**config.mk**
```make
export PLATFORM = sky130hd
export DESIGN_NAME = rv32i_imm_encoder
export DESIGN_NICKNAME = d
export VERILOG_FILES = /design/src/rtl/rv32i_pkg.sv /design/src/rtl/rv32i_imm_pack.sv /design/src/rtl/rv32i_imm_encoder.sv
export SDC_FILE = /design/constraint.sdc
export NUM_CORES = 1
export LEC_CHECK = 0
export BUFFER_PORTS_ARGS = -buffer_cell sky130_fd_sc_hd__buf_2
export CORE_MARGIN = 10
export CORE_UTILIZATION = 39
export CTS_CLUSTER_SIZE = 8
export DETAILED_ROUTE_END_ITERATION = 7
export PLACE_DENSITY = 0.7
export SLEW_MARGIN = 15
export SYNTH_ARGS = -nofsm -noshare
export SYNTH_HDL_FRONTEND = slang
export SYNTH_SLANG_ARGS = --single-unit
```
**constraint.sdc**
```tcl
create_clock -name clk -period 1.4 [get_ports clk]
set_input_delay 0.07 -clock clk [delete_from_list [all_inputs] [get_ports clk]]
set_output_delay 0.07 -clock clk [all_outputs]
set_load 0.01 [all_outputs]
```
**src/rtl/rv32i_pkg.sv**
```systemverilog
// Shared definitions for the RV32I immediate encoder: format select codes,
// the opcodes/funct3 used by the LI pseudo-instruction expansion, the FSM
// state type and a sign-extension legality helper.
// Optional feature macro: IMM_ENCODER_LI_EXPAND_EN (adds the LI_LO state).
package rv32i_pkg;

  // imm_select encodings
  localparam logic [2:0] SEL_I    = 3'b000;
  localparam logic [2:0] SEL_S    = 3'b001;
  localparam logic [2:0] SEL_B    = 3'b010;
  localparam logic [2:0] SEL_J    = 3'b011;
  localparam logic [2:0] SEL_U    = 3'b100;
  localparam logic [2:0] SEL_LI   = 3'b101;
  localparam logic [2:0] SEL_RSVD = 3'b110;
  localparam logic [2:0] SEL_R    = 3'b111;

  // Opcodes / funct3 emitted by the LI expansion
  localparam logic [6:0] OPC_LUI     = 7'b0110111;
  localparam logic [6:0] OPC_OP_IMM  = 7'b0010011;
  localparam logic [2:0] FUNCT3_ADDI = 3'b000;

  // Encoder FSM state. LI_LO only exists when LI expansion is built in.
`ifdef IMM_ENCODER_LI_EXPAND_EN
  typedef enum logic [0:0] {
    ST_IDLE  = 1'b0,
    ST_LI_LO = 1'b1
  } state_t;
`else
  typedef enum logic [0:0] {
    ST_IDLE = 1'b0
  } state_t;
`endif

  // True when every bit of v at or above sign_bit equals v[sign_bit],
  // i.e. v is the sign extension of its low (sign_bit+1) bits.
  function automatic logic is_sext(input logic [31:0] v, input logic [4:0] sign_bit);
    logic [31:0] m;
    m = ~((32'd1 << sign_bit) - 32'd1);
    return ((v & m) == 32'd0) || ((v & m) == m);
  endfunction

endpackage

```
**src/rtl/rv32i_imm_pack.sv**
```systemverilog
// Combinational RV32I format scatter plus immediate legality check.
// Select codes outside I/S/B/J/U/R (LI and reserved) produce an all-zero
// word with the error flag set; the error for reserved codes is not gated
// by RANGE_CHECK.
module rv32i_imm_pack
  import rv32i_pkg::*;
#(
  parameter int unsigned RANGE_CHECK = 1
) (
  input  logic [2:0]  i_sel,
  input  logic [6:0]  i_opcode,
  input  logic [2:0]  i_funct3,
  input  logic [6:0]  i_funct7,
  input  logic [4:0]  i_rd,
  input  logic [4:0]  i_rs1,
  input  logic [4:0]  i_rs2,
  input  logic [31:0] i_imm,
  output logic [31:0] o_word,
  output logic        o_err
);

  logic [31:0] w_word;
  logic        w_bad;
  logic        w_rsvd;

  // Scatter the immediate and register fields for the selected format
  always_comb begin
    w_word = 32'd0;
    w_bad  = 1'b0;
    w_rsvd = 1'b0;
    case (i_sel)
      SEL_I: begin
        w_word = {i_imm[11:0], i_rs1, i_funct3, i_rd, i_opcode};
        w_bad  = !is_sext(i_imm, 5'd11);
      end
      SEL_S: begin
        w_word = {i_imm[11:5], i_rs2, i_rs1, i_funct3, i_imm[4:0], i_opcode};
        w_bad  = !is_sext(i_imm, 5'd11);
      end
      SEL_B: begin
        w_word = {i_imm[12], i_imm[10:5], i_rs2, i_rs1, i_funct3,
                  i_imm[4:1], i_imm[11], i_opcode};
        w_bad  = i_imm[0] || !is_sext(i_imm, 5'd12);
      end
      SEL_J: begin
        w_word = {i_imm[20], i_imm[10:1], i_imm[11], i_imm[19:12], i_rd, i_opcode};
        w_bad  = i_imm[0] || !is_sext(i_imm, 5'd20);
      end
      SEL_U: begin
        w_word = {i_imm[31:12], i_rd, i_opcode};
        w_bad  = (i_imm[11:0] != 12'd0);
      end
      SEL_R: begin
        w_word = {i_funct7, i_rs2, i_rs1, i_funct3, i_rd, i_opcode};
      end
      SEL_LI, SEL_RSVD: begin
        w_rsvd = 1'b1;
      end
      default: begin
        w_rsvd = 1'b1;
      end
    endcase
  end

  assign o_word = w_word;
  assign o_err  = w_rsvd || ((RANGE_CHECK != 0) && w_bad);

endmodule

```
**src/rtl/rv32i_imm_encoder.sv**
```systemverilog
// RV32I instruction encoder: accepts one request per handshake and emits
// one registered instruction beat (two for an LI that needs LUI+ADDI).
// Optional feature macro: IMM_ENCODER_LI_EXPAND_EN. When undefined, LI
// (imm_select 101) is handled as a reserved select.
//
// Handshakes: a request transfers when in_valid && in_ready at a rising
// clk edge; a beat transfers when out_valid && out_ready at a rising edge.
// While out_valid is high and out_ready is low the beat holds stable.
module rv32i_imm_encoder
  import rv32i_pkg::*;
#(
  parameter int unsigned RANGE_CHECK = 1
) (
  input  logic        clk,
  input  logic        rst,
  input  logic        in_valid,
  output logic        in_ready,
  input  logic [2:0]  imm_select,
  input  logic [6:0]  opcode,
  input  logic [2:0]  funct3,
  input  logic [6:0]  funct7,
  input  logic [4:0]  rd,
  input  logic [4:0]  rs1,
  input  logic [4:0]  rs2,
  input  logic [31:0] imm,
  output logic        out_valid,
  input  logic        out_ready,
  output logic [31:0] instruction,
  output logic        out_last,
  output logic        range_err,
  output state_t      dbg_state
);

  state_t      r_state;
  state_t      w_nxt_state;
  logic        r_out_valid;
  logic        w_nxt_valid;
  logic [31:0] r_instr;
  logic [31:0] w_nxt_instr;
  logic        r_last;
  logic        w_nxt_last;
  logic        r_err;
  logic        w_nxt_err;

  // Inputs presented to the format packer (remapped for LI)
  logic [2:0]  w_p_sel;
  logic [6:0]  w_p_opcode;
  logic [2:0]  w_p_funct3;
  logic [4:0]  w_p_rs1;
  logic [31:0] w_p_imm;
  logic [31:0] w_p_word;
  logic        w_p_err;
  logic        w_first_last;

  logic        w_accept;
  logic        w_out_xfer;

`ifdef IMM_ENCODER_LI_EXPAND_EN
  logic [31:0] r_lo_word;
  logic [31:0] w_nxt_lo_word;
  logic [31:0] w_li_sum;
  logic [31:0] w_lo_word;
  logic        w_li_fits;

  // Rounding the upper part by +0x800 compensates for ADDI sign-extending
  // the low 12 bits; wraps modulo 2^32.
  assign w_li_sum  = imm + 32'h0000_0800;
  assign w_li_fits = is_sext(imm, 5'd11);
  assign w_lo_word = {imm[11:0], rd, FUNCT3_ADDI, rd, OPC_OP_IMM};
`endif

  assign in_ready   = !rst && (r_state == ST_IDLE) && (!r_out_valid || out_ready);
  assign w_accept   = in_valid && in_ready;
  assign w_out_xfer = r_out_valid && out_ready;

  // Route the request into the packer; LI is rewritten as ADDI or LUI
  always_comb begin
    w_p_sel      = imm_select;
    w_p_opcode   = opcode;
    w_p_funct3   = funct3;
    w_p_rs1      = rs1;
    w_p_imm      = imm;
    w_first_last = 1'b1;
`ifdef IMM_ENCODER_LI_EXPAND_EN
    if (imm_select == SEL_LI) begin
      if (w_li_fits) begin
        w_p_sel    = SEL_I;
        w_p_opcode = OPC_OP_IMM;
        w_p_funct3 = FUNCT3_ADDI;
        w_p_rs1    = 5'd0;
      end else begin
        w_p_sel      = SEL_U;
        w_p_opcode   = OPC_LUI;
        w_p_imm      = {w_li_sum[31:12], 12'd0};
        w_first_last = (imm[11:0] == 12'd0);
      end
    end
`endif
  end

  rv32i_imm_pack #(
    .RANGE_CHECK (RANGE_CHECK)
  ) u_pack (
    .i_sel    (w_p_sel),
    .i_opcode (w_p_opcode),
    .i_funct3 (w_p_funct3),
    .i_funct7 (funct7),
    .i_rd     (rd),
    .i_rs1    (w_p_rs1),
    .i_rs2    (rs2),
    .i_imm    (w_p_imm),
    .o_word   (w_p_word),
    .o_err    (w_p_err)
  );

  // Next-state and next output beat: accept loads a new beat, a transfer
  // either advances LI to its ADDI beat or empties the output register
  always_comb begin
    w_nxt_state = r_state;
    w_nxt_valid = r_out_valid;
    w_nxt_instr = r_instr;
    w_nxt_last  = r_last;
    w_nxt_err   = r_err;
`ifdef IMM_ENCODER_LI_EXPAND_EN
    w_nxt_lo_word = r_lo_word;
`endif
    if (w_accept) begin
      w_nxt_valid = 1'b1;
      w_nxt_instr = w_p_word;
      w_nxt_last  = w_first_last;
      w_nxt_err   = w_p_err;
`ifdef IMM_ENCODER_LI_EXPAND_EN
      w_nxt_lo_word = w_lo_word;
      if (!w_first_last) begin
        w_nxt_state = ST_LI_LO;
      end
`endif
    end else if (w_out_xfer) begin
`ifdef IMM_ENCODER_LI_EXPAND_EN
      if (r_state == ST_LI_LO) begin
        w_nxt_instr = r_lo_word;
        w_nxt_last  = 1'b1;
        w_nxt_err   = 1'b0;
        w_nxt_state = ST_IDLE;
      end else begin
        w_nxt_valid = 1'b0;
      end
`else
      w_nxt_valid = 1'b0;
`endif
    end
  end

  // State and output beat registers with synchronous reset
  always_ff @(posedge clk) begin
    if (rst) begin
      r_state     <= ST_IDLE;
      r_out_valid <= 1'b0;
      r_instr     <= 32'd0;
      r_last      <= 1'b0;
      r_err       <= 1'b0;
`ifdef IMM_ENCODER_LI_EXPAND_EN
      r_lo_word   <= 32'd0;
`endif
    end else begin
      r_state     <= w_nxt_state;
      r_out_valid <= w_nxt_valid;
      r_instr     <= w_nxt_instr;
      r_last      <= w_nxt_last;
      r_err       <= w_nxt_err;
`ifdef IMM_ENCODER_LI_EXPAND_EN
      r_lo_word   <= w_nxt_lo_word;
`endif
    end
  end

  assign out_valid   = r_out_valid;
  assign instruction = r_instr;
  assign out_last    = r_last;
  assign range_err   = r_err;
  assign dbg_state   = r_state;

endmodule

```
==> flow_results.xml, run 1 <==
<?xml version="1.0" encoding="UTF-8"?>
<metrics>
  <group name="status">
    <metric name="outcome" unit="">complete, no violations</metric>
  </group>
  <group name="run">
    <metric name="timing.max_cap.violations" unit="">0</metric>
  </group>
  <group name="logic_synthesis">
    <metric name="syn-instance-count" unit="">277</metric>
    <metric name="synth.ff_latch_count" unit="">35</metric>
    <metric name="synth_top_cells_by_area" unit="">sky130_fd_sc_hd__dfxtp_1 (32%), sky130_fd_sc_hd__mux2i_1 (8.3%), sky130_fd_sc_hd__nor2_1 (6.9%)</metric>
    <metric name="synthesized_area_per_cell" unit="µm²">7.837</metric>
    <metric name="syn-num-nets" unit="">348</metric>
    <metric name="synthDistinctLibCells" unit="">42</metric>
    <metric name="synthArstFlopShare" unit="">0</metric>
    <metric name="post_synth_top_area_cell" unit="">sky130_fd_sc_hd__dfxtp_1</metric>
    <metric name="ys.warnings.count" unit="">0</metric>
    <metric name="synth_edf_count" unit="">0</metric>
    <metric name="synthDominantCellAreaShare" unit="">0.3228</metric>
    <metric name="post_synth_instance_area" unit="µm²">2171</metric>
    <metric name="ys_seq_area_frac" unit="">0.3228</metric>
    <metric name="synth_flop_cell" unit="">sky130_fd_sc_hd__dfxtp_1</metric>
  </group>
  <group name="floorplanning">
    <metric name="start_util" unit="">0.3991</metric>
    <metric name="io_pins" unit="">108</metric>
    <metric name="dieWidth" unit="µm">94.61</metric>
    <metric name="dieArea" unit="µm²">8950</metric>
    <metric name="die_height" unit="µm">94.61</metric>
    <metric name="core_region_area" unit="µm²">5439</metric>
    <metric name="row_count" unit="">27</metric>
  </group>
  <group name="global_routing">
    <metric name="grt_first_pass_wirelength" unit="µm">11990</metric>
    <metric name="antenna_found_initial" unit="">0</metric>
    <metric name="vias_in_the_first_global_route" unit="">2391</metric>
    <metric name="grtUsageTotal" unit="">0.1647</metric>
    <metric name="grt_start_max_net_pins" unit="">26</metric>
    <metric name="globalRoute.totalOverflow" unit="">0</metric>
  </group>
  <group name="critical_path">
    <metric name="crit_required" unit="ps">1580</metric>
    <metric name="timing.critical_path.to_type" unit="">register</metric>
    <metric name="cpPeakStageDelay" unit="ps">320</metric>
    <metric name="cp_max_fo" unit="">16</metric>
    <metric name="timing.critical_path.from_type" unit="">register</metric>
    <metric name="cpMaxStageDelayCell" unit="">sky130_fd_sc_hd__dfxtp_1</metric>
    <metric name="crit_path_cell_trace" unit="">nand2b_1, nand3_2, buf_4, a211oi_1, nor3_2</metric>
    <metric name="worstPathArrival" unit="ps">1400</metric>
    <metric name="setup.worst_path.class" unit="">reg2reg</metric>
  </group>
  <group name="clocking">
    <metric name="cts_post_setup_buffers_inserted" unit="">0</metric>
    <metric name="num_cts_buffers" unit="">5</metric>
    <metric name="cts_tree" unit="">done</metric>
    <metric name="worst_setup_hold_path_clk_slew" unit="ps">80</metric>
    <metric name="cts.sink_count" unit="">35</metric>
    <metric name="htree_num_levels" unit="">2</metric>
    <metric name="cts-root-to-sink-buffers" unit="">2</metric>
    <metric name="worstSkewPairLatency" unit="ps">290</metric>
    <metric name="cts-root-buf" unit="">sky130_fd_sc_hd__clkbuf_8</metric>
  </group>
  <group name="layout">
    <metric name="nNetsFinal" unit="">459</metric>
    <metric name="syn2layout_area_growth" unit="%">35.50</metric>
    <metric name="final_design_area_no_fill" unit="µm²">2942</metric>
    <metric name="total_inserted_antenna_cells" unit="">0</metric>
    <metric name="finalNonFillerCells" unit="">461</metric>
    <metric name="drive_gt1_frac" unit="">0.3805</metric>
  </group>
  <group name="sta">
    <metric name="setup-violations-final" unit="">0</metric>
    <metric name="drv_slew" unit="">0</metric>
    <metric name="setup_tns" unit="ps">0</metric>
    <metric name="final_worst_path_period_share" unit="">0.8683</metric>
    <metric name="post-route-min-period" unit="ps">1216</metric>
    <metric name="finalClockSkew" unit="ps">3.742</metric>
    <metric name="rsz_0062_raised_after_global_routing" unit="">false</metric>
    <metric name="achievable-frequency" unit="GHz">0.8227</metric>
    <metric name="number_of_hold_slack_violations_in_the_final_timing_report" unit="">0</metric>
  </group>
  <group name="route">
    <metric name="routed_via_density" unit="">5.425</metric>
    <metric name="wl" unit="µm">7723</metric>
    <metric name="final_antenna_net_count" unit="">0</metric>
    <metric name="drt_first_iter_violations" unit="">115</metric>
    <metric name="drt_pre_antenna_iters" unit="">4</metric>
    <metric name="drt-wirelength-per-cell" unit="µm">16.75</metric>
    <metric name="drc_errors" unit="">0</metric>
    <metric name="total_number_of_vias" unit="">2501</metric>
  </group>
  <group name="worst_hold_path">
    <metric name="min_path_type" unit="">in2reg</metric>
  </group>
  <group name="placement">
    <metric name="place_congestion" unit="">0.8947</metric>
    <metric name="place.detailed.hpwl" unit="µm">6130</metric>
    <metric name="place.port_buffers" unit="">106</metric>
    <metric name="dpl_cell_area" unit="µm²">2848</metric>
    <metric name="dp_cells" unit="">453</metric>
  </group>
  <group name="power_and_ir_drop">
    <metric name="total_leakage_power" unit="µW">0.001343</metric>
    <metric name="finalPower" unit="µW">2480</metric>
    <metric name="peakVddDrop" unit="mV">0.5014</metric>
    <metric name="power_density" unit="nW/µm²">843.0</metric>
  </group>
</metrics>
critical path: cells and delay by family (launching register included):
kind / cells / cell delay [ps]
flip-flops: 1 / 320
AND/OR/NAND/NOR: 3 / 310
AO/OA/AOI/OAI: 1 / 260
buffers and inverters: 1 / 220
sequential cells by signal, summed over array words and instances (netlist names):
name	flops
out_valid	1
instruction	32
out_last	1
range_err	1
area by class of cell:
cell class                 count  area [µm²]
clock inverter                 3       20.02
timing repair buffer         127       700.7
sequential                    35       700.7
multi-input combinational    216        1350
fill                         556        2497
clock buffer                   5       68.82
inverter                       3       11.26
tap                           72       90.09
worst paths after layout:
kind	slack (ps)	cells past startpoint	from	endpoint
hold / removal	20	3	opcode[5]	instruction[5]$_SDFFE_PP0P_
hold reg to reg	450	2	instruction[14]$_SDFFE_PP0P_	instruction[14]$_SDFFE_PP0P_
setup / recovery	180	5	out_valid$_SDFFE_PP0P_	instruction[22]$_SDFFE_PP0P_
setup reg to reg	180	5	out_valid$_SDFFE_PP0P_	instruction[22]$_SDFFE_PP0P_
cell usage after synthesis (all sizes together) (3+ instances only):
cell	n
nand2	31
a22o	4
clkbuf	6
nor2b	14
nor4	6
dfxtp	35
a21oi	28
nor3	7
a22oi	15
nor2	41
o221ai	9
mux2i	18
inv	3
a211oi	14
nand4	6
buf	17
cell usage in the layout (no fill, tap or decap), types with 2 or more instances in the layout:
master,n
sky130_fd_sc_hd__dfxtp_1,35
sky130_fd_sc_hd__nor2b_1,14
sky130_fd_sc_hd__buf_2,106
sky130_fd_sc_hd__a22oi_1,15
sky130_fd_sc_hd__nor3_2,4
sky130_fd_sc_hd__buf_4,20
sky130_fd_sc_hd__a22o_1,4
sky130_fd_sc_hd__mux2i_1,18
sky130_fd_sc_hd__nand2_1,31
sky130_fd_sc_hd__and3_1,2
sky130_fd_sc_hd__o311ai_1,2
sky130_fd_sc_hd__nand4_1,6
sky130_fd_sc_hd__inv_2,2
sky130_fd_sc_hd__a21oi_1,27
sky130_fd_sc_hd__nor3_1,2
sky130_fd_sc_hd__o221ai_1,9
sky130_fd_sc_hd__clkbuf_8,5
sky130_fd_sc_hd__a211oi_1,14
sky130_fd_sc_hd__nor4_1,6
sky130_fd_sc_hd__nor2_1,40
sky130_fd_sc_hd__clkinvlp_4,2
sky130_fd_sc_hd__o21ai_0,2
metrics by stage:
step	utilization	setup WS (ps)	hold slack, ps
5_1_grt	0.5408	56.29	23.91
3_3_place_gp	0.5236	26.49	308.5
6_report	0.5408	184.4	16.13
2_1_floorplan	-	159.0	190.7
3_5_place_dp	0.5236	10.61	316.1
4_1_cts	0.5399	122.9	13.41
kinds of logic (layout without fill, tap and decap cells):
kind of cell | after synthesis | after routing | share of synthesized area
flip-flops | 35 | 35 | 0.3228
AND/OR/NAND/NOR | 116 | 116 | 0.2657
buffers and inverters | 26 | 138 | 0.05763
other | 1 | 1 | 0.001727
XOR/XNOR | 1 | 1 | 0.01268
multiplexers | 18 | 18 | 0.08300
AO/OA/AOI/OAI | 80 | 80 | 0.2565
timing repair:
item,4_1_cts,5_1_grt
resized for setup,0,1
setup endpoints to repair,0,5
hold endpoints to repair,0,0
hold buffers,0,0
report_power, final:
| part | leakage [µW] | internal (µW) | switching, µW | total [µW] |
|---|---|---|---|---|
| clock | 0.0000402 | 346 | 387 | 733 |
| combinational | 0.00102 | 299 | 368 | 667 |
| sequential | 0.000287 | 1050 | 27.7 | 1080 |
| total | 0.00134 | 1700 | 782 | 2480 |
routing by layer:
| layer | track usage | up-vias | routed length [µm] |
|---|---|---|---|
| li1 | - | 1234 | - |
| met1 | 0.2122 | 1148 | 3401 |
| met2 | 0.2506 | 113 | 3320 |
| met3 | 0.07137 | 6 | 960 |
| met4 | 0.03367 | 0 | 40 |
| met5 | 0 | - | 0 |
Note: power is estimated with default switching activity, not from simulation.
==> run 2, diff against run 1 <==
--- a/config.mk
+++ b/config.mk
@@ -10,6 +10,7 @@
 export CORE_UTILIZATION = 39
 export CTS_CLUSTER_SIZE = 8
 export DETAILED_ROUTE_END_ITERATION = 7
+export MAX_ROUTING_LAYER = met4
 export PLACE_DENSITY = 0.7
 export SLEW_MARGIN = 15
 export SYNTH_ARGS = -nofsm -noshare
==> flow_results.xml, run 2 (synthesis results as in run 1) <==
<?xml version="1.0" encoding="UTF-8"?>
<metrics>
  <group name="critical_path">
    <metric name="worstPathArrival" unit="ps">1360</metric>
    <metric name="timing.critical_path.to_type" unit="">register</metric>
    <metric name="crit_path_cell_trace" unit="">nand2b_1, a21oi_1, nor2_1, o2111ai_1, o311ai_1</metric>
    <metric name="timing.critical_path.max_delay_family" unit="">compound AO/OA/AOI/OAI gates</metric>
    <metric name="cp_max_fo" unit="">3</metric>
    <metric name="crit_buf_inv" unit="">0</metric>
    <metric name="cpMaxStageDelayCell" unit="">sky130_fd_sc_hd__dfxtp_1</metric>
    <metric name="setup.worst_path.class" unit="">reg2reg</metric>
    <metric name="crit_required" unit="ps">1560</metric>
    <metric name="timing.critical_path.from_type" unit="">register</metric>
    <metric name="cpPeakStageDelay" unit="ps">340</metric>
  </group>
  <group name="floorplanning">
    <metric name="core_region_area" unit="µm²">5439</metric>
    <metric name="dieWidth" unit="µm">94.61</metric>
    <metric name="row_count" unit="">27</metric>
    <metric name="io_pins" unit="">108</metric>
    <metric name="dieArea" unit="µm²">8950</metric>
    <metric name="die_height" unit="µm">94.61</metric>
    <metric name="start_util" unit="">0.3991</metric>
  </group>
  <group name="layout">
    <metric name="commonest_cells_after_routing_fill_and_taps_aside" unit="">sky130_fd_sc_hd__buf_2 (106), sky130_fd_sc_hd__nor2_1 (40), sky130_fd_sc_hd__dfxtp_1 (35), sky130_fd_sc_hd__nand2_1 (31), sky130_fd_sc_hd__a21oi_1 (27)</metric>
    <metric name="largest_register_ffs" unit="">32</metric>
    <metric name="commonest_non_fill_non_tap_cell_in_the_layout" unit="">sky130_fd_sc_hd__buf_2</metric>
    <metric name="syn2layout_area_growth" unit="%">35.50</metric>
    <metric name="drive_gt1_frac" unit="">0.3805</metric>
    <metric name="total_inserted_antenna_cells" unit="">0</metric>
    <metric name="nNetsFinal" unit="">459</metric>
    <metric name="finish.utilization" unit="">0.5408</metric>
  </group>
  <group name="status">
    <metric name="outcome" unit="">complete, no violations</metric>
  </group>
  <group name="power_and_ir_drop">
    <metric name="netSwitchingPower" unit="µW">774.2</metric>
    <metric name="clockPowerShare" unit="">0.293</metric>
    <metric name="power_density" unit="nW/µm²">840.3</metric>
    <metric name="peakVddDrop" unit="mV">0.5021</metric>
    <metric name="total_leakage_power" unit="µW">0.001343</metric>
    <metric name="switching_share" unit="">0.3132</metric>
    <metric name="pwr-share-comb" unit="">0.270</metric>
    <metric name="cell_internal_pwr" unit="µW">1698</metric>
    <metric name="part_of_the_power_in_registers" unit="">0.437</metric>
    <metric name="finalPower" unit="µW">2472</metric>
  </group>
  <group name="global_routing">
    <metric name="grt_first_pass_wirelength" unit="µm">11940</metric>
    <metric name="grtUsageTotal" unit="">0.1689</metric>
    <metric name="grt_start_max_net_pins" unit="">26</metric>
    <metric name="vias_in_the_first_global_route" unit="">2396</metric>
    <metric name="globalRoute.totalOverflow" unit="">0</metric>
    <metric name="antenna_found_initial" unit="">0</metric>
  </group>
  <group name="clocking">
    <metric name="cts_tree" unit="">done</metric>
    <metric name="worst_setup_hold_path_clk_slew" unit="ps">70</metric>
    <metric name="htree_num_levels" unit="">2</metric>
    <metric name="worstSkewPairLatency" unit="ps">280</metric>
    <metric name="cts-root-to-sink-buffers" unit="">2</metric>
    <metric name="cts.sink_count" unit="">35</metric>
    <metric name="cts_post_setup_buffers_inserted" unit="">0</metric>
    <metric name="cts_repair_resize_count" unit="">0</metric>
    <metric name="cts_hold_buf" unit="">0</metric>
    <metric name="num_cts_buffers" unit="">5</metric>
    <metric name="cts-root-buf" unit="">sky130_fd_sc_hd__clkbuf_8</metric>
  </group>
  <group name="route">
    <metric name="total_number_of_vias" unit="">2523</metric>
    <metric name="drt_pre_antenna_iters" unit="">4</metric>
    <metric name="wl" unit="µm">7719</metric>
    <metric name="drt_first_iter_violations" unit="">108</metric>
    <metric name="drc_errors" unit="">0</metric>
    <metric name="final_antenna_net_count" unit="">0</metric>
    <metric name="routed_via_density" unit="">5.473</metric>
    <metric name="drt-wirelength-per-cell" unit="µm">16.74</metric>
  </group>
  <group name="sta">
    <metric name="rsz_0062_raised_after_global_routing" unit="">false</metric>
    <metric name="achievable-frequency" unit="GHz">0.8317</metric>
    <metric name="worst_hold_slack" unit="ps">22.22</metric>
    <metric name="number_of_hold_slack_violations_in_the_final_timing_report" unit="">0</metric>
    <metric name="finalClockSkew" unit="ps">3.493</metric>
    <metric name="timing.final.ws_setup" unit="ps">197.6</metric>
    <metric name="setup_tns" unit="ps">0</metric>
    <metric name="drv_slew" unit="">0</metric>
    <metric name="setup-violations-final" unit="">0</metric>
    <metric name="final_worst_path_period_share" unit="">0.8589</metric>
    <metric name="post-route-min-period" unit="ps">1202</metric>
  </group>
  <group name="placement">
    <metric name="dpl_worst_slack" unit="ps">10.61</metric>
    <metric name="place.port_buffers" unit="">106</metric>
    <metric name="place_congestion" unit="">0.9098</metric>
    <metric name="place.detailed.hpwl" unit="µm">6130</metric>
  </group>
  <group name="run">
    <metric name="timing.max_cap.violations" unit="">0</metric>
  </group>
  <group name="worst_hold_path">
    <metric name="min_path_type" unit="">in2reg</metric>
  </group>
</metrics>
run 2: cell counts in the layout (fill, tap and decap cells not counted):
Identical to the previous run, type by type.
run 2: final timing paths:
| check | startpoint | endpoint | slack [ps] | cells past startpoint |
|---|---|---|---|---|
| min | opcode[0] | instruction[0]$_SDFFE_PP0P_ | 20 | 3 |
| max reg2reg | out_valid$_SDFFE_PP0P_ | range_err$_SDFFE_PP0P_ | 200 | 5 |
| max | out_valid$_SDFFE_PP0P_ | range_err$_SDFFE_PP0P_ | 200 | 5 |
| min reg2reg | instruction[14]$_SDFFE_PP0P_ | instruction[14]$_SDFFE_PP0P_ | 450 | 2 |
run 2: per-layer routing:
layer	vias to the layer above	global-route usage	wire [µm]
met2	124	0.2517	3318
met1	1155	0.2164	3562
li1	1240	-	-
met4	0	0.03367	15
met5	-	-	0
met3	4	0.05868	822
run 2: stage by stage:
| stage | cell area (µm²) | instances |
|---|---|---|
| after floorplan | 2171 | 277 |
| after global placement | 2848 | 453 |
| after detailed placement | 2848 | 453 |
| after CTS | 2937 | 461 |
| after global routing | 2942 | 461 |
| final | 2942 | 461 |
run 2: worst register-to-register path, cell delays in order (launching register included):
cell	delay, ps
sky130_fd_sc_hd__dfxtp_1	340
sky130_fd_sc_hd__nand2b_1	100
sky130_fd_sc_hd__a21oi_1	280
sky130_fd_sc_hd__nor2_1	110
sky130_fd_sc_hd__o2111ai_1	130
sky130_fd_sc_hd__o311ai_1	120
run 2: power by group through the flow:
stage | sequential (µW) | clock (µW) | combinational (µW)
2_1_floorplan | 1130 | 0 | 336
3_3_place_gp | 1100 | 0 | 657
3_5_place_dp | 1100 | 0 | 666
4_1_cts | 1080 | 752 | 668
5_1_grt | 1090 | 797 | 740
6_report | 1080 | 724 | 667
run 2: cell type report:
class | count | area (µm²)
well taps | 72 | 90.09
clock inverters | 3 | 20.02
inverters | 3 | 11.26
multi-input cells | 216 | 1350
repair buffers | 127 | 700.7
clock buffers | 5 | 68.82
fillers | 556 | 2497
flip-flops and latches | 35 | 700.7
==> run 3, diff against run 2 <==
==> constraint.sdc (replaced) <==
create_clock -name clk -period 1.4 [get_ports clk]
set_input_delay 0.14 -clock clk [delete_from_list [all_inputs] [get_ports clk]]
set_output_delay 0.14 -clock clk [all_outputs]
set_load 0.01 [all_outputs]
==> flow_results.xml, run 3 (synthesis results as in run 1) <==
<?xml version="1.0" encoding="UTF-8"?>
<metrics>
  <group name="critical_path">
    <metric name="worstPathArrival" unit="ps">1480</metric>
    <metric name="worst_r2r_startpoint" unit="">out_valid$_SDFFE_PP0P_</metric>
    <metric name="timing.critical_path.to_type" unit="">register</metric>
    <metric name="setup.worst_path.class" unit="">reg2reg</metric>
    <metric name="cp-endpoint" unit="">instruction[28]$_SDFFE_PP0P_</metric>
    <metric name="worst_r2r_path_depth" unit="">6</metric>
    <metric name="critical_path.reg2reg.endpoint" unit="">instruction[28]$_SDFFE_PP0P_</metric>
    <metric name="timing.critical_path.from_type" unit="">register</metric>
    <metric name="rrSetupSlack" unit="ps">150</metric>
    <metric name="crit_required" unit="ps">1630</metric>
    <metric name="cp_max_fo" unit="">16</metric>
    <metric name="cp-startpoint" unit="">out_valid$_SDFFE_PP0P_</metric>
  </group>
  <group name="layout">
    <metric name="largest_register_ffs" unit="">32</metric>
    <metric name="nNetsFinal" unit="">461</metric>
    <metric name="syn2layout_area_growth" unit="%">37.29</metric>
    <metric name="total_inserted_antenna_cells" unit="">0</metric>
    <metric name="commonest_cells_after_routing_fill_and_taps_aside" unit="">sky130_fd_sc_hd__buf_2 (106), sky130_fd_sc_hd__nor2_1 (40), sky130_fd_sc_hd__dfxtp_1 (35), sky130_fd_sc_hd__nand2_1 (31), sky130_fd_sc_hd__a21oi_1 (27)</metric>
    <metric name="drive_gt1_frac" unit="">0.3836</metric>
    <metric name="n_fill_cell" unit="">564</metric>
    <metric name="commonest_non_fill_non_tap_cell_in_the_layout" unit="">sky130_fd_sc_hd__buf_2</metric>
    <metric name="finish.utilization" unit="">0.5480</metric>
  </group>
  <group name="clocking">
    <metric name="cts_hold_buf" unit="">0</metric>
    <metric name="cts-root-buf" unit="">sky130_fd_sc_hd__clkbuf_8</metric>
    <metric name="cts.sink_count" unit="">35</metric>
    <metric name="cts-root-to-sink-buffers" unit="">2</metric>
    <metric name="worstSkewPairLatency" unit="ps">290</metric>
    <metric name="cts_tree" unit="">done</metric>
    <metric name="htree_num_levels" unit="">2</metric>
    <metric name="num_cts_buffers" unit="">5</metric>
    <metric name="worst_setup_hold_path_clk_slew" unit="ps">80</metric>
  </group>
  <group name="sta">
    <metric name="achievable-frequency" unit="GHz">0.8016</metric>
    <metric name="number_of_hold_slack_violations_in_the_final_timing_report" unit="">0</metric>
    <metric name="setup-violations-final" unit="">0</metric>
    <metric name="rsz_0062_raised_after_global_routing" unit="">true</metric>
    <metric name="final_worst_path_period_share" unit="">0.8910</metric>
    <metric name="drv_slew" unit="">0</metric>
    <metric name="finalClockSkew" unit="ps">2.503</metric>
    <metric name="post-route-min-period" unit="ps">1247</metric>
    <metric name="timing.final.ws_setup" unit="ps">152.5</metric>
  </group>
  <group name="status">
    <metric name="outcome" unit="">complete, no violations</metric>
  </group>
  <group name="floorplanning">
    <metric name="start_util" unit="">0.3991</metric>
    <metric name="dieWidth" unit="µm">94.61</metric>
    <metric name="core_region_area" unit="µm²">5439</metric>
    <metric name="dieArea" unit="µm²">8950</metric>
    <metric name="io_pins" unit="">108</metric>
    <metric name="die_height" unit="µm">94.61</metric>
    <metric name="row_count" unit="">27</metric>
  </group>
  <group name="route">
    <metric name="drt_pre_antenna_iters" unit="">5</metric>
    <metric name="drt_first_iter_violations" unit="">118</metric>
    <metric name="routed_via_density" unit="">5.475</metric>
    <metric name="total_number_of_vias" unit="">2535</metric>
    <metric name="wl" unit="µm">7616</metric>
    <metric name="drc_errors" unit="">0</metric>
    <metric name="drt-wirelength-per-cell" unit="µm">16.45</metric>
    <metric name="final_antenna_net_count" unit="">0</metric>
  </group>
  <group name="power_and_ir_drop">
    <metric name="total_leakage_power" unit="µW">0.001370</metric>
    <metric name="power_density" unit="nW/µm²">892.6</metric>
    <metric name="peakVddDrop" unit="mV">0.3969</metric>
  </group>
  <group name="placement">
    <metric name="dpl_worst_slack" unit="ps">-117.6</metric>
    <metric name="place.port_buffers" unit="">106</metric>
    <metric name="place_congestion" unit="">0.8923</metric>
    <metric name="place.detailed.hpwl" unit="µm">6101</metric>
  </group>
  <group name="global_routing">
    <metric name="antenna_found_initial" unit="">0</metric>
    <metric name="grtUsageTotal" unit="">0.1710</metric>
    <metric name="grt_start_max_net_pins" unit="">27</metric>
    <metric name="grt_first_pass_wirelength" unit="µm">12040</metric>
    <metric name="globalRoute.totalOverflow" unit="">0</metric>
    <metric name="vias_in_the_first_global_route" unit="">2482</metric>
  </group>
  <group name="run">
    <metric name="timing.max_cap.violations" unit="">0</metric>
  </group>
  <group name="worst_hold_path">
    <metric name="min_path_type" unit="">in2reg</metric>
  </group>
</metrics>
[run 3: cell types whose count changed in the layout (fill, tap and decap cells not counted), sizes merged]
cell and delta:
buf +2, bufinv +1, clkinv +1, clkinvlp -2
[run 3: critical path: stages, from the launching register on]
cell and delay [ps]:
sky130_fd_sc_hd__dfxtp_1 320, sky130_fd_sc_hd__nand2b_1 100, sky130_fd_sc_hd__nand3_1 170, sky130_fd_sc_hd__buf_4 240, sky130_fd_sc_hd__a211oi_1 220, sky130_fd_sc_hd__a21oi_1 70
sky130_fd_sc_hd__nor2_1 80
[run 3: timing repair]
action / 4_1_cts / 5_1_grt
resized for setup: 0 / 1
endpoints found under the setup margin: 0 / 5
endpoints found under the hold margin: 0 / 0
setup buffers: 0 / 0
[run 3: how the worst min path moves through the flow]
stage,from,end,cells after the start
after floorplan,in_valid,out_valid$_SDFFE_PP0P_,2
after global placement,opcode[5],instruction[5]$_SDFFE_PP0P_,3
after detailed placement,opcode[1],instruction[1]$_SDFFE_PP0P_,3
after CTS,opcode[5],instruction[5]$_SDFFE_PP0P_,3
after global routing,opcode[0],instruction[0]$_SDFFE_PP0P_,3
final,opcode[5],instruction[5]$_SDFFE_PP0P_,3
[run 3: layout make-up]
class	instances	area [µm²]	share of cell area
Multi-Input combinational cell	216	1350	0.4530
Sequential cell	35	700.7	0.2351
Tap cell	72	90.09	0.03023
Clock inverter	3	43.79	0.01469
Clock buffer	5	68.82	0.02309
Timing Repair Buffer	129	715.7	0.2401
Inverter	3	11.26	0.003778
[run 3: layer usage]
metal	share of wire	wire length, µm	GRT usage
met1	0.44	3341	0.2222
met2	0.43	3237	0.2494
met4	0.0050	38	0.03367
met5	0	0	-
met3	0.13	1000	0.06186
[run 3: metrics by stage]
| step | total power (µW) | cell area, µm² | hold WS [ps] | TNS, ps | instances |
|---|---|---|---|---|---|
| after CTS | 2686 | 2975 | 86.45 | 0 | 463 |
| after global routing | 2824 | 2980 | 108.5 | -25.29 | 463 |
| after global placement | 1759 | 2863 | 379.9 | -49.67 | 455 |
| final | 2660 | 2980 | 88.11 | 0 | 463 |
| after floorplan | 1465 | 2171 | 260.7 | 0 | 277 |
| after detailed placement | 1771 | 2863 | 387.9 | -117.6 | 455 |
[run 3: power breakdown]
part	switching, µW	total (µW)	internal [µW]
clock network	383	913	530
registers	27.4	1080	1050
logic	365	668	303
total	775	2660	1890
